===== config.mk =====
export PLATFORM = sky130hd
export DESIGN_NAME = warmboot_ctrl
export DESIGN_NICKNAME = d
export VERILOG_FILES = /design/src/rtl/warmboot_ctrl.sv
export SDC_FILE = /design/constraint.sdc
export NUM_CORES = 1
export LEC_CHECK = 0
export BUFFER_PORTS_ARGS = -buffer_cell sky130_fd_sc_hd__buf_2
export CAP_MARGIN = 0
export CORE_AREA = 2 2 73 75
export CTS_BUF_LIST = sky130_fd_sc_hd__clkbuf_2
export CTS_CLUSTER_DIAMETER = 120
export DETAILED_ROUTE_END_ITERATION = 10
export DIE_AREA = 0 0 75 77
export GPL_TIMING_DRIVEN = 1
export PLACE_DENSITY = 0.76
export SLEW_MARGIN = 30
export SYNTH_ARGS = -nofsm -noshare
export SYNTH_HDL_FRONTEND = slang
export SYNTH_SLANG_ARGS = --single-unit
export TNS_END_PERCENT = 100

===== constraint.sdc =====
create_clock -name CLK -period 2.07 [get_ports CLK]
set_input_delay 0.207 -clock CLK [delete_from_list [all_inputs] [get_ports CLK]]
set_output_delay 0.207 -clock CLK [all_outputs]
set_load 0.01 [all_outputs]

===== src/rtl/warmboot_ctrl.sv =====
// Warm-boot controller placed directly upstream of SB_WARMBOOT.
// A boot request comes from the debounced push-button or from the
// valid/ready port. A cancellable grace countdown blinks LED_IND, then
// BOOT is asserted and held until reset.
module warmboot_ctrl #(
  parameter int         DEBOUNCE_LOG2 = 16,
  parameter int         GRACE_LOG2    = 22,
  parameter int         GRACE_TICKS   = 15,
  parameter logic [1:0] DEFAULT_IMAGE = 2'b11
) (
  input  logic       CLK,
  input  logic       RST,
  input  logic       BTN,
  input  logic       REQ_VALID,
  input  logic [1:0] REQ_IMAGE,
  output logic       REQ_READY,
  input  logic       CANCEL,
  output logic       BOOT,
  output logic       S1,
  output logic       S0,
  output logic       BUSY,
  output logic       LED_IND
);

  typedef enum logic [1:0] {
    ST_IDLE  = 2'd0,
    ST_ARMED = 2'd1,
    ST_FIRE  = 2'd2
  } state_t;

  localparam logic [DEBOUNCE_LOG2-1:0] DEB_MAX    = '1;
  localparam logic [GRACE_LOG2-1:0]    PRESC_MAX  = '1;
  localparam logic [3:0]               TICKS_LAST = 4'(GRACE_TICKS);

  state_t                   state_q, state_d;
  logic [1:0]               sync_q, sync_d;
  logic [DEBOUNCE_LOG2-1:0] deb_cnt_q, deb_cnt_d;
  logic                     deb_lvl_q, deb_lvl_d;
  logic                     btn_evt_q, btn_evt_d;
  logic [GRACE_LOG2-1:0]    presc_q, presc_d;
  logic [3:0]               tick_cnt_q, tick_cnt_d;
  logic [1:0]               image_q, image_d;
  logic                     boot_q, boot_d;
  logic                     ready_q, ready_d;
  logic                     busy_q, busy_d;
  logic                     led_q, led_d;
  logic                     tick;

  // Button path: two-stage synchronizer feeding a saturating debounce counter.
  // The counter only advances while the synchronized level disagrees with the
  // debounced level; btn_evt fires once on a debounced rising edge.
  always_comb begin
    sync_d    = {sync_q[0], BTN};
    deb_cnt_d = deb_cnt_q;
    deb_lvl_d = deb_lvl_q;
    if (sync_q[1] == deb_lvl_q) begin
      deb_cnt_d = '0;
    end else if (deb_cnt_q == DEB_MAX) begin
      deb_lvl_d = sync_q[1];
    end else begin
      deb_cnt_d = deb_cnt_q + 1'b1;
    end
    btn_evt_d = deb_lvl_d & ~deb_lvl_q;
  end

  // Control FSM: request acceptance, grace countdown with blink, and firing.
  always_comb begin
    tick       = (presc_q == PRESC_MAX);
    state_d    = state_q;
    presc_d    = presc_q;
    tick_cnt_d = tick_cnt_q;
    image_d    = image_q;
    boot_d     = boot_q;
    led_d      = led_q;
    case (state_q)
      ST_IDLE: begin
        presc_d    = '0;
        tick_cnt_d = '0;
        led_d      = 1'b0;
        boot_d     = 1'b0;
        // A port request outranks a coinciding button event, which is lost.
        if (REQ_VALID && ready_q) begin
          image_d = REQ_IMAGE;
          state_d = ST_ARMED;
        end else if (btn_evt_q) begin
          image_d = DEFAULT_IMAGE;
          state_d = ST_ARMED;
        end
      end
      ST_ARMED: begin
        // Abort takes precedence over a final tick landing on the same edge.
        if (CANCEL || btn_evt_q) begin
          state_d    = ST_IDLE;
          led_d      = 1'b0;
          image_d    = DEFAULT_IMAGE;
          presc_d    = '0;
          tick_cnt_d = '0;
        end else begin
          presc_d = presc_q + 1'b1;
          if (tick) begin
            led_d      = ~led_q;
            tick_cnt_d = tick_cnt_q + 1'b1;
            if ((tick_cnt_q + 4'd1) == TICKS_LAST) begin
              state_d = ST_FIRE;
              boot_d  = 1'b1;
              led_d   = 1'b1;
            end
          end
        end
      end
      ST_FIRE: begin
        boot_d = 1'b1;
        led_d  = 1'b1;
      end
      default: begin
        state_d = ST_IDLE;
      end
    endcase
    ready_d = (state_d == ST_IDLE);
    busy_d  = (state_d != ST_IDLE);
  end

  // State and output registers; reset returns everything to the idle image.
  always_ff @(posedge CLK or posedge RST) begin
    if (RST) begin
      state_q    <= ST_IDLE;
      sync_q     <= '0;
      deb_cnt_q  <= '0;
      deb_lvl_q  <= 1'b0;
      btn_evt_q  <= 1'b0;
      presc_q    <= '0;
      tick_cnt_q <= '0;
      image_q    <= DEFAULT_IMAGE;
      boot_q     <= 1'b0;
      ready_q    <= 1'b0;
      busy_q     <= 1'b0;
      led_q      <= 1'b0;
    end else begin
      state_q    <= state_d;
      sync_q     <= sync_d;
      deb_cnt_q  <= deb_cnt_d;
      deb_lvl_q  <= deb_lvl_d;
      btn_evt_q  <= btn_evt_d;
      presc_q    <= presc_d;
      tick_cnt_q <= tick_cnt_d;
      image_q    <= image_d;
      boot_q     <= boot_d;
      ready_q    <= ready_d;
      busy_q     <= busy_d;
      led_q      <= led_d;
    end
  end

  assign BOOT      = boot_q;
  assign S1        = image_q[1];
  assign S0        = image_q[0];
  assign REQ_READY = ready_q;
  assign BUSY      = busy_q;
  assign LED_IND   = led_q;

endmodule


After elaboration in Yosys (flattened, before gate mapping):

Cells that the tools add are included.

* multiplexer cells: 27
* reductions and logical operators: 11
* add/sub/neg operators: 3
* bitwise logic cells: 3
* equality and inequality tests: 13

Operator list (number)
* 22-bit one-hot mux with 2 select lines: 1
* 16-bit 2-to-1 mux: 2
* 22-bit by 1-bit adder with 22-bit output, second input constant: 1
* 22-bit equality test, second input constant: 1
* 22-bit 2-to-1 mux: 1
* 16-bit by 1-bit adder with 16-bit output, second input constant: 1
* 16-bit equality test, second input constant: 1
* 2-bit 2-to-1 mux: 8
* 2-bit inequality test, second input constant: 5
* 1-bit 2-to-1 mux: 8
* 4-bit 2-to-1 mux: 2
* 4-bit one-hot mux with 2 select lines: 1
* 3-bit inequality test, second input constant: 2
* 1-bit one-hot mux with 3 select lines: 2
* 2-bit one-hot mux with 3 select lines: 1
* 4-bit by 1-bit adder with 4-bit output, second input constant: 1
* 4-bit equality test, second input constant: 1
* 2-bit logical NOT: 2
* 2-bit one-hot mux with 2 select lines: 1
* 2-bit AND reduction: 2
* 4-bit AND reduction: 1
* 2-bit nonzero test: 2
* 3-bit AND reduction: 1
* 3-bit nonzero test: 1
* 7 further kinds: 8

* flip-flop bits (word level): 54
* bits of input ports: 7

Longest topological paths before layout:

* word-level depth: 7
* depth in mapped cells: 8
* mapped depth without buffers: 7

Worst setup path before layout:

Ideal clock, no wire load.

* path kind: register -> register
* from: register presc_q[0]
* to: register boot_q, in the netlist BOOT
* setup time: 0.128 ns
* arrival time: 1.675 ns
* path buffers: 0
* path slack: 0.267 ns
* required time: 1.942 ns
* stages on the path, launching flop included: 7
* period minus slack after synthesis: 1.803 ns
* cell sequence: dfrtp_1 ha_1 nand3_1 nor2_1 nand4b_1 o21ai_1 mux2_1

* longest elaborated chain between the ends: 3

Ends and longest elaborated chain
* from (decl): line 40 `logic [GRACE_LOG2-1:0] presc_q, presc_d;`
* from (signal assigned): line 144 `presc_q <= presc_d;`
* 22-bit equality test: line 68 `tick = (presc_q == PRESC_MAX);`
* 2-bit inequality test (no line)
* 4-bit AND reduction (no line)
* to (signal assigned): line 147 `boot_q <= boot_d;`
* to (decl): line 43 `logic boot_q, boot_d;`

Every way passes these cells.
A chain may end at the register's enable or synchronous reset.

Final worst setup path:

* from: register state_q[0]
* to: register ready_q, in the netlist REQ_READY

* longest elaborated chain between the ends: 5

Ends and longest elaborated chain
* from (decl): line 35 `state_t state_q, state_d;`
* from (signal assigned): line 139 `state_q <= state_d;`
* 2-bit 2-to-1 mux: line 103 `if ((tick_cnt_q + 4'd1) == TICKS_LAST) begin`
* 2-bit 2-to-1 mux: line 100 `if (tick) begin`
* 2-bit 2-to-1 mux: line 92 `if (CANCEL || btn_evt_q) begin`
* 2-bit one-hot mux with 3 select lines *: line 75 `case (state_q)`
* 2-bit logical NOT *: line 119 `ready_d = (state_d == ST_IDLE);`
* named net ready_d: line 44 `logic ready_q, ready_d;`
* to (signal assigned): line 148 `ready_q <= ready_d;`
* to (decl): line 44

Mark *: on every way through the listed nets, which the timed path passes. The rest lies on a longest branch.

==> results.json <==
{
  "nets": 351,
  "synth_seq_cells": 54,
  "ys_types": 46,
  "drt_first_pass_iters": 4,
  "synth_common_cells": "52 x dfrtp_1, 43 x o21ai_0, 29 x nor2_1",
  "die_w_um": 75,
  "synth_area_leaders": "dfrtp_1 45%, o21ai_0 7.4%, ha_1 3.9%",
  "yosysWarnings": 0,
  "synthFlopType": "dfrtp_1",
  "die_h_um": 77,
  "finalNonFillerCells": 406,
  "drcViolationCount": 0,
  "pwr-share-seq": 0.540,
  "worst_slew_pin_slew_ns": 0.677,
  "yosysMostFrequentCell": "dfrtp_1",
  "core-area_um2": 4980,
  "status": "finished clean",
  "drt_iter0_markers": 193,
  "syn_area_per_cell_um2": 9.36,
  "ant_nets": 0,
  "period_share": 0.943,
  "startpoint_type": "flip-flop",
  "synth.top_cell.area_share": 0.450,
  "power_density_nw_per_um2": 721,
  "maxSlewViolCount": 0,
  "rows": 26,
  "switchingPower_w": 0.000813,
  "dpl.hpwl_um": 4030,
  "cp-end-kind": "flip-flop",
  "utilization": 0.641,
  "diodes": 0,
  "period_needed_ns": 1.95,
  "root_buffer": "clkbuf_2",
  "hold_path_class": "in2reg",
  "relSlewSlack": 0.548,
  "vias": 2452,
  "clkPwrFrac": 0.169,
  "area_growth_pct": 10.4,
  "swShare": 0.353,
  "fmax_ghz": 0.512,
  "grt-ovfl-total": 0,
  "synth_area_leader_cell": "dfrtp_1",
  "cts_tree": "yes",
  "grt_pass1_vias": 2240,
  "totalWireLength_um": 5880,
  "wl_per_cell_um": 14.5,
  "drive_gt1_frac": 0.143,
  "synth_nets": 325,
  "finalWeightedCongestion": 0.863,
  "start_util": 0.581,
  "final-hold-violation-count": 0,
  "htreeDepth": 2,
  "leakage_nw": 1.41,
  "grt_pass1_wl_um": 9990,
  "finClkSkew_ns": 0.0132,
  "final-setup-viol-count": 0,
  "cp.required_ns": 2.42,
  "yosysSeqAreaShare": 0.468,
  "cp_max_fo": 7,
  "hold_slack_ns": 0.0495,
  "cts_sinks": 54,
  "netlist_instances": 309,
  "synth-edff-count": 0,
  "internal_power_w": 0.00149,
  "vias_per_cell": 6.04,
  "comb_power_share": 0.290,
  "ioPinCount": 13,
  "dpl.cell_count": 395,
  "clk_pin_slew_ns": 0.24,
  "critical_path_class": "reg2reg",
  "die_area_um2": 5780,
  "worstPathArrival_ns": 2.30,
  "antenna_found_initial": 0,
  "drv_cap": 0,
  "vdd_drop_max_uv": 714,
  "tns_ns": 0,
  "clockBufferDepth": 2,
  "async_flop_share": 1.00,
  "numPortBuffers": 12,
  "grt_usage": 0.218,
  "clk_latency_ns": 0.42,
  "cts_buffers": 5,
  "grt_max_degree": 55,
  "rsz0062_at_grt": "no",
  "synth_area_um2": 2890
}
[registers in the layout, summed over array words and instances (netlist names)]
signal	cells
LED_IND	1
image_q	2
tick_cnt_q	4
BOOT	1
BUSY	1
presc_q	22
deb_lvl_q	1
deb_cnt_q	16
sync_q	2
btn_evt_q	1
REQ_READY	1
state_q	2
[per-layer routing]
layer / global-route usage / vias up / share of wire
li1: - / 1193 / -
met2: 0.344 / 48 / 0.49
met1: 0.301 / 1199 / 0.45
met4: 0.0768 / 0 / 0.017
met3: 0.0355 / 12 / 0.043
met5: 0 / - / 0
[final cells by class]
| class | count | area, um^2 |
|---|---|---|
| fillers | 407 | 1790 |
| clock buffers | 6 | 30.0 |
| well taps | 70 | 87.6 |
| inverters | 10 | 37.5 |
| multi-input cells | 237 | 1500 |
| flip-flops and latches | 54 | 1350 |
| clock inverters | 2 | 8.76 |
| repair buffers | 27 | 178 |
[power by group through the flow]
| stage | Clock (W) | Combinational (W) | Sequential (W) |
|---|---|---|---|
| 6_report | 0.000390 | 0.000668 | 0.00124 |
| 5_1_grt | 0.000444 | 0.000746 | 0.00126 |
| 4_1_cts | 0.000410 | 0.000666 | 0.00124 |
| 3_5_place_dp | 0 | 0.000661 | 0.00126 |
| 3_3_place_gp | 0 | 0.000648 | 0.00126 |
| 2_1_floorplan | 0 | 0.000437 | 0.00127 |
[stage by stage]
stage                     area, um^2  power, W  setup WS [ns]
after floorplan                 2890   0.00170          0.267
after global placement          3100   0.00190          0.212
after detailed placement        3100   0.00192          0.122
after CTS                       3160   0.00232         0.0902
after global routing            3190   0.00245         0.0160
final                           3190   0.00230          0.117
[what timing repair did]
action,4_1_cts,5_1_grt
hold buffers,2,0
buffers inserted,0,1
setup endpoints to repair,0,4
hold endpoints to repair,53,0
gates resized for setup,0,4
[kinds of logic after synthesis]
family,after synthesis,synth area share
simple gates,122,0.238
compound gates,87,0.170
flops,54,0.468
buf+inv,18,0.0242
xor+xnor,15,0.0454
fa+ha+maj,9,0.0389
mux,4,0.0151
[layout by cell type, fill, tap and decap left out, types with 2 or more instances in the layout]
cell            n
nor4_1          2
nand2_1        20
xnor2_1         7
a31oi_1         8
nor3_1          8
buf_4          13
inv_1           9
o41ai_1         4
ha_1            9
and4_1          5
nand4_4         2
o21ai_0        43
buf_2          12
nor2b_1         3
nor4_4          2
nor2_1         29
o22ai_1         2
and3_1          7
clkbuf_2        6
dfstp_2         2
nand4_1        14
xor2_1          8
dlygate4sd3_1   2
mux2_2          2
a21oi_1        19
a211oi_1        2
dfrtp_1        52
nand3_1        19
[worst paths after layout]
kind                                 startpoint                  endpoint  slack [ns]  depth (start not counted)
hold / removal                     REQ_IMAGE[0]    image_q[0]$_DFFE_PP1P_        0.05                          3
setup / recovery           state_q[0]$_DFF_PP0_       REQ_READY$_DFF_PP0_        0.12                          7
min in group asynchronous                   RST  deb_cnt_q[3]$_DFFE_PP0P_        0.47                          4
hold reg to reg             sync_q[0]$_DFF_PP0_       sync_q[1]$_DFF_PP0_        0.39                          0
setup reg to reg           state_q[0]$_DFF_PP0_       REQ_READY$_DFF_PP0_        0.12                          7
max in group asynchronous                   RST   presc_q[12]$_DFFE_PP0P_        1.15                          4
[critical path: stages, from the launching register on]
cell and delay, ns:
dfrtp_1 0.51, inv_1 0.11, ha_1 0.25, o21ai_0 0.17, o21ai_0 0.15, a211oi_1 0.28, o21ai_0 0.17, o21ai_0 0.24
No activity file was read; power rests on OpenSTA's default activity.
